**config.mk**
```make
export PLATFORM = sky130hd
export DESIGN_NAME = cargo_scheduler
export DESIGN_NICKNAME = d
export VERILOG_FILES = /design/src/rtl/cargo_scheduler_pkg.sv /design/src/rtl/cargo_req_fifo.sv /design/src/rtl/cargo_scheduler.sv
export SDC_FILE = /design/constraint.sdc
export NUM_CORES = 1
export LEC_CHECK = 0
export ABC_AREA = 1
export BUFFER_PORTS_ARGS = -buffer_cell sky130_fd_sc_hd__buf_2
export CORE_ASPECT_RATIO = 2
export CORE_MARGIN = 8
export CORE_UTILIZATION = 35
export CTS_BUF_LIST = sky130_fd_sc_hd__clkbuf_4
export DETAILED_ROUTE_END_ITERATION = 8
export GPL_ROUTABILITY_DRIVEN = 0
export PLACE_DENSITY = 0.55
export REMOVE_ABC_BUFFERS = 1
export SETUP_SLACK_MARGIN = 0.3
export SLEW_MARGIN = 40
export SYNTH_ARGS = -nofsm -noshare
export SYNTH_HDL_FRONTEND = slang
export SYNTH_SLANG_ARGS = --single-unit
```
**constraint.sdc**
```tcl
create_clock -name clock -period 5.1 [get_ports clock]
set_clock_uncertainty 0.1 [all_clocks]
set_input_delay 0.255 -clock clock [delete_from_list [all_inputs] [get_ports clock]]
set_output_delay 0.255 -clock clock [all_outputs]
set_load 0.05 [all_outputs]
```
**src/rtl/cargo_scheduler_pkg.sv**
```systemverilog
// Shared smart-cargo definitions: FSM encoding, request field layout and
// default sizing for the scheduler and its request FIFO.
package cargo_scheduler_pkg;

  localparam int unsigned DEPTH_DEF   = 16;
  localparam int unsigned DWELL_DEF   = 50;
  localparam int unsigned REQ_W       = 8;
  localparam int unsigned FLOOR_W     = 2;
  localparam int unsigned NUM_FLOORS  = 4;
  localparam int unsigned ORIGIN_LSB  = 0;
  localparam int unsigned DEST_LSB    = 2;
  localparam int unsigned OBJ_LSB     = 4;
  // Only origin/dest travel through the queue; obj is carried by the link but unused here.
  localparam int unsigned TRIP_W      = 4;

  typedef enum logic [2:0] {
    ST_IDLE      = 3'd0,
    ST_FETCH     = 3'd1,
    ST_GO_ORIGIN = 3'd2,
    ST_LOAD      = 3'd3,
    ST_GO_DEST   = 3'd4,
    ST_UNLOAD    = 3'd5
  } state_e;

  function automatic logic [FLOOR_W-1:0] trip_origin(input logic [TRIP_W-1:0] t);
    return t[ORIGIN_LSB +: FLOOR_W];
  endfunction

  function automatic logic [FLOOR_W-1:0] trip_dest(input logic [TRIP_W-1:0] t);
    return t[DEST_LSB +: FLOOR_W];
  endfunction

endpackage

```
**src/rtl/cargo_req_fifo.sv**
```systemverilog
// Circular request queue; a push while full is accepted only alongside a pop.
module cargo_req_fifo #(
  parameter int unsigned DEPTH = 16,
  parameter int unsigned WIDTH = 4
) (
  input  logic                     clock,
  input  logic                     reset,
  input  logic                     push,
  input  logic                     pop,
  input  logic [WIDTH-1:0]         wr_data,
  output logic [WIDTH-1:0]         rd_data,
  output logic                     full,
  output logic                     empty,
  output logic [$clog2(DEPTH):0]   count
);

  localparam int unsigned PTR_W = $clog2(DEPTH);
  localparam int unsigned CNT_W = PTR_W + 1;

  logic [WIDTH-1:0] mem_q [DEPTH];
  logic [PTR_W-1:0] wr_ptr_q, wr_ptr_d;
  logic [PTR_W-1:0] rd_ptr_q, rd_ptr_d;
  logic [CNT_W-1:0] count_q, count_d;
  logic             do_push, do_pop;

  assign full    = (count_q == CNT_W'(DEPTH));
  assign empty   = (count_q == '0);
  assign count   = count_q;
  assign rd_data = mem_q[rd_ptr_q];

  assign do_pop  = pop && !empty;
  assign do_push = push && (!full || do_pop);

  // Pointers wrap naturally because DEPTH is a power of two.
  always_comb begin
    wr_ptr_d = wr_ptr_q;
    rd_ptr_d = rd_ptr_q;
    count_d  = count_q;
    if (do_push) wr_ptr_d = wr_ptr_q + PTR_W'(1);
    if (do_pop)  rd_ptr_d = rd_ptr_q + PTR_W'(1);
    case ({do_push, do_pop})
      2'b10:   count_d = count_q + CNT_W'(1);
      2'b01:   count_d = count_q - CNT_W'(1);
      default: count_d = count_q;
    endcase
  end

  always_ff @(posedge clock) begin
    if (reset) begin
      wr_ptr_q <= '0;
      rd_ptr_q <= '0;
      count_q  <= '0;
    end else begin
      wr_ptr_q <= wr_ptr_d;
      rd_ptr_q <= rd_ptr_d;
      count_q  <= count_d;
    end
  end

  always_ff @(posedge clock) begin
    if (do_push) mem_q[wr_ptr_q] <= wr_data;
  end

endmodule

```
**src/rtl/cargo_scheduler.sv**
```systemverilog
// Cargo lift scheduler: queues trip requests, tracks the cab floor and runs
// fetch / travel / dwell sequencing with an emergency freeze.
module cargo_scheduler
  import cargo_scheduler_pkg::*;
#(
  parameter int unsigned DEPTH        = DEPTH_DEF,
  parameter int unsigned DWELL_CYCLES = DWELL_DEF
) (
  input  logic                   clock,
  input  logic                   reset,
  input  logic                   iniciar,
  input  logic                   emergencia,
  input  logic [NUM_FLOORS-1:0]  sensoresNeg,
  input  logic                   req_valid,
  input  logic [REQ_W-1:0]       req_data,
  output logic                   req_drop,
  output logic                   motorSubindoF,
  output logic                   motorDescendoF,
  output logic [FLOOR_W-1:0]     saida_andar,
  output logic [$clog2(DEPTH):0] fila_count,
  output logic                   fila_cheia,
  output logic                   em_viagem,
  output logic                   viagem_fim
);

  localparam int unsigned DWELL_W = $clog2(DWELL_CYCLES + 1);

  state_e              state_q, state_d;
  logic [DWELL_W-1:0]  dwell_q, dwell_d;
  logic [FLOOR_W-1:0]  andar_q, andar_d;
  logic [FLOOR_W-1:0]  origin_q, origin_d;
  logic [FLOOR_W-1:0]  dest_q, dest_d;
  logic                up_q, up_d;
  logic                dn_q, dn_d;
  logic                drop_q, drop_d;
  logic                fim_q, fim_d;
  logic                viagem_q, viagem_d;

  logic                fifo_push, fifo_pop, fifo_full, fifo_empty;
  logic [TRIP_W-1:0]   fifo_head;
  logic [FLOOR_W-1:0]  target;
  logic                at_target;
  logic                unused_req_bits;

  assign unused_req_bits = ^req_data[REQ_W-1:TRIP_W];

  assign fifo_push = req_valid
                   && (trip_origin(req_data[TRIP_W-1:0]) != trip_dest(req_data[TRIP_W-1:0]))
                   && (!fifo_full || fifo_pop);

  cargo_req_fifo #(.DEPTH(DEPTH), .WIDTH(TRIP_W)) u_fifo (
    .clock   (clock),
    .reset   (reset),
    .push    (fifo_push),
    .pop     (fifo_pop),
    .wr_data (req_data[TRIP_W-1:0]),
    .rd_data (fifo_head),
    .full    (fifo_full),
    .empty   (fifo_empty),
    .count   (fila_count)
  );

  assign fila_cheia = fifo_full;

  // Floor register follows a single low sensor; ambiguous readings hold.
  always_comb begin
    andar_d = andar_q;
    case (~sensoresNeg)
      4'b0001: andar_d = 2'd0;
      4'b0010: andar_d = 2'd1;
      4'b0100: andar_d = 2'd2;
      4'b1000: andar_d = 2'd3;
      default: andar_d = andar_q;
    endcase
  end

  assign target    = (state_q == ST_GO_ORIGIN) ? origin_q : dest_q;
  assign at_target = (andar_q == target) && !sensoresNeg[target];

  // Next-state and registered-output logic; emergencia freezes everything but the queue.
  always_comb begin
    state_d  = state_q;
    dwell_d  = dwell_q;
    origin_d = origin_q;
    dest_d   = dest_q;
    up_d     = 1'b0;
    dn_d     = 1'b0;
    fim_d    = 1'b0;
    fifo_pop = 1'b0;
    if (!emergencia) begin
      case (state_q)
        ST_IDLE: begin
          if (iniciar && !fifo_empty) state_d = ST_FETCH;
        end
        ST_FETCH: begin
          fifo_pop = 1'b1;
          origin_d = trip_origin(fifo_head);
          dest_d   = trip_dest(fifo_head);
          state_d  = ST_GO_ORIGIN;
        end
        ST_GO_ORIGIN, ST_GO_DEST: begin
          if (at_target) begin
            dwell_d = '0;
            state_d = (state_q == ST_GO_ORIGIN) ? ST_LOAD : ST_UNLOAD;
          end else begin
            up_d = (target > andar_q);
            dn_d = (target < andar_q);
          end
        end
        ST_LOAD, ST_UNLOAD: begin
          if (dwell_q == DWELL_W'(DWELL_CYCLES - 1)) begin
            dwell_d = '0;
            state_d = (state_q == ST_LOAD) ? ST_GO_DEST : ST_IDLE;
            fim_d   = (state_q == ST_UNLOAD);
          end else begin
            dwell_d = dwell_q + DWELL_W'(1);
          end
        end
        default: state_d = ST_IDLE;
      endcase
    end
    drop_d   = req_valid && !fifo_push;
    viagem_d = (state_d != ST_IDLE);
  end

  always_ff @(posedge clock) begin
    if (reset) begin
      state_q  <= ST_IDLE;
      dwell_q  <= '0;
      andar_q  <= '0;
      origin_q <= '0;
      dest_q   <= '0;
      up_q     <= 1'b0;
      dn_q     <= 1'b0;
      drop_q   <= 1'b0;
      fim_q    <= 1'b0;
      viagem_q <= 1'b0;
    end else begin
      state_q  <= state_d;
      dwell_q  <= dwell_d;
      andar_q  <= andar_d;
      origin_q <= origin_d;
      dest_q   <= dest_d;
      up_q     <= up_d;
      dn_q     <= dn_d;
      drop_q   <= drop_d;
      fim_q    <= fim_d;
      viagem_q <= viagem_d;
    end
  end

  assign motorSubindoF  = up_q;
  assign motorDescendoF = dn_q;
  assign req_drop       = drop_q;
  assign viagem_fim     = fim_q;
  assign em_viagem      = viagem_q;
  assign saida_andar    = andar_q;

endmodule

```
==> summary.txt <==
Yosys
  – Syn avg cell area: between 9 and 10 µm²
  – Yosys warns: 0
  – Cell taking the most area after synthesis: edfxtp_1
  – Synthesized instance count: ~470
  – Number of synthesized flops with an enable pin: 64
  – Area contributors post-synth: edfxtp_1 43%, dfxtp_1 15%, nor2_1 6.9%
  – Top cell type's share of synthesized area: 0.427
  – FFs w/ async S/R, synth: 0
  – Post-synthesis sequential area ratio: 0.574
  – Main flop type after synthesis: edfxtp_1
  – #FFs+latches synth: 97
  – Synth Cell Area: between 0.004 and 0.005 mm²
  – Library cells used by synthesis: 34
  – Most frequent cell after synthesis: nor2_1
  – Synth top cells by count: 83 x nor2_1, 64 x edfxtp_1, 56 x nand2_1

Final layout
  – Cell area after layout: slightly below 0.005 mm²
  – P&R area growth vs syn: 9.54%
  – Nets: ~520
  – Layout fillers: between 1000 and 1500
  – Final Non-Filler Cells: about 650
  – Fin util: 0.393
  – Share of cells above drive strength 1: 0.120

Global routing
  – Vias in the first global route: roughly 3400
  – Initial antenna violation count: 1
  – Largest net degree at the start of global routing: 36
  – Gr ovfl total: 0
  – First-pass GRT wire length: 17600 µm
  – Overall Global Routing Usage: 0.137

Die
  – Die area: about 0.017 mm²
  – IO Count: 30
  – Row cnt: just under 60
  – Chip width: approximately 96 µm
  – Core area: 0.0126 mm²
  – Initial Util: 0.358
  – Die height: ~180 µm

Timing
  – Hold WS: approximately 0.053 ns
  – Max frequency: roughly 300 MHz
  – Worst-Margin Slew: between 0.7 and 0.8 ns
  – Final hold violations: 0
  – Slew HR: 0.533
  – Setup violators final: 0
  – RSZ-0062 raised after global routing: no
  – Minimum clock period: approximately 3.3 ns
  – Setup ws final: around 1.8 ns
  – TNS Setup: 0 ns
  – Max Slew Vio Count: 0
  – Final Cycle Share: 0.652

Worst setup path
  – Reg-to-Reg Start: state_q[2]$_SDFF_PP0_
  – R2R Path End: u_fifo.count[4]$_SDFFE_PP0P_
  – Critical Path Sink Type: flip-flop
  – Crit path max fanout: 11
  – Reg2Reg Depth: 15
  – Critical Path Start Type: input pin
  – CP Capture Point: u_fifo.count[4]$_SDFFE_PP0P_
  – Worst EP arrival: 3.58 ns
  – Required time worst endpoint: 5.35 ns
  – CP Class: in2reg
  – Reg2Reg Setup Slack: about 1.9 ns
  – Worst Setup SP: emergencia

Placement
  – Post-DP HPWL: 7840 µm
  – Port Buffers: 25
  – Post-DP Area: ~0.0048 mm²
  – Pre-CTS WS: between 1.5 and 2 ns
  – Placed cell count: between 600 and 700

Power and ir drop
  – VDD IR-drop max: 93.5 µV
  – Pwr/cell area: 296 mW/mm²
  – Total power: 1.46 mW
  – Leak: 1.83 nW

Drt
  – Final ANT Viol Nets: 0
  – Average wire per standard cell: between 15 and 20 µm
  – DRT iter0 DRCs: 191
  – Avg Vias per Cell: around 5.2
  – Vias: 3353
  – DR DRC count: 0
  – TritonRoute pass-1 iters: 6
  – Met3 WL post-DR: roughly 350 µm
  – Top Layer Used: met4
  – Met1 wire length: around 3800 µm
  – WL final: between 10000 and 15000 µm
  – Met2 wire len: around 6500 µm

Clock tree
  – Post-CTS setup buffers: 0
  – CTS root buffer: clkbuf_4
  – Hold_buf cts: 3
  – TritonCTS clock tree: done
  – Clock sink total: 97
  – Post-CTS sizing: 0
  – CTS Buffer Depth: 2
  – CTS buffer count: 9
  – Clk_lat worst skew: between 0.4 and 0.5 ns
  – CTS HTree Levels: 3
  – Clock slew at reported path FFs: 0.16 ns

Flow run
  – Max cap viols: 0

Min path
  – HP Class: in2reg

Run status
  – Status: finished, final reports clean
==> cell type report <==
cell class / instances / area (µm²) / share of cell area
Inverter: 47 / 190 / 0.0386
Clock inverter: 7 / 63.8 / 0.0129
Multi-Input combinational cell: 309 / 1670 / 0.339
Timing Repair Buffer: 29 / 163 / 0.0330
Clock buffer: 9 / 67.6 / 0.0137
Antenna cell: 1 / 2.50 / 0.000508
Sequential cell: 97 / 2580 / 0.524
Tap cell: 150 / 188 / 0.0381
==> per-layer routing <==
metal | vias to the layer above | track usage
met4 | 0 | 0.0529
met5 | - | 0
li1 | 1662 | -
met3 | 16 | 0.0234
met1 | 1605 | 0.132
met2 | 70 | 0.269
==> worst min path at each step <==
stage | start | slack (ns) | endpoint | cells past startpoint
final | sensoresNeg[0] | 0.05 | saida_andar[0]$_SDFFE_PP0P_ | 3
after global placement | u_fifo.wr_ptr_q[2]$_SDFFE_PP0P_ | 0.38 | u_fifo.wr_ptr_q[2]$_SDFFE_PP0P_ | 2
after global routing | sensoresNeg[3] | 0.02 | saida_andar[0]$_SDFFE_PP0P_ | 3
after detailed placement | dwell_q[5]$_SDFFE_PP0P_ | 0.39 | dwell_q[5]$_SDFFE_PP0P_ | 2
after CTS | sensoresNeg[0] | 0.009 | saida_andar[0]$_SDFFE_PP0P_ | 3
after floorplan | reset | 0.22 | dwell_q[3]$_SDFFE_PP0P_ | 1
==> worst max-delay path: stages <==
cell and delay (ns):
dlygate4sd3_1 0.53, buf_2 0.16, inv_1 0.14, nand4_1 0.13, inv_2 0.20, nor2_1 0.08, nor2_1 0.45, inv_1 0.16
ha_1 0.27, ha_1 0.35, nand2_1 0.09, nor2_1 0.04, a211oi_1 0.22, o21ai_0 0.11, a21oi_1 0.19, nand2_1 0.06
nor3b_1 0.13
==> cells in the final DEF (no fill, tap or decap), types with 3 or more instances in the layout <==
master	netlist	final
nand3_1	35	35
ha_1	13	13
dfxtp_1	33	33
o211ai_1	13	13
nor3_1	4	4
edfxtp_1	64	64
inv_2	5	6
clkbuf_4	0	9
dlygate4sd3_1	0	3
nand4_1	4	4
a21oi_1	15	15
o21ai_0	47	47
xnor2_1	3	3
buf_2	2	25
o221ai_1	8	8
nand2_2	3	3
nand3b_1	3	3
nor3b_1	3	3
xor2_1	4	4
inv_1	39	38
nand2_1	56	56
nor2_1	83	83
==> where the power goes <==
part | total [mW] | internal, mW | switching, mW
clock network | 0.389 | 0.110 | 0.279
logic | 0.196 | 0.0567 | 0.140
registers | 0.875 | 0.857 | 0.0174
total | 1.46 | 1.02 | 0.436
==> sequential cells by signal (all words and copies together) (netlist names) <==
signal           flops
dest_q               2
u_fifo.rd_ptr_q      4
viagem_fim           1
em_viagem            1
dwell_q              6
u_fifo.mem_q        64
motorDescendoF       1
u_fifo.wr_ptr_q      4
origin_q             2
motorSubindoF        1
u_fifo.count         5
req_drop             1
saida_andar          2
state_q              3
==> cells by family (layout without fill, tap and decap cells) <==
| family | Yosys count | count (layout) | synth area share |
|---|---|---|---|
| XOR/XNOR | 7 | 7 | 0.0136 |
| adder cells (fa/ha/maj) | 14 | 14 | 0.0406 |
| flip-flops | 97 | 97 | 0.574 |
| AND/OR/NAND/NOR | 199 | 199 | 0.198 |
| other | 0 | 1 | 0 |
| buffers and inverters | 61 | 92 | 0.0545 |
| AO/OA/AOI/OAI | 89 | 89 | 0.119 |
Power figures use the tool's default switching activity.
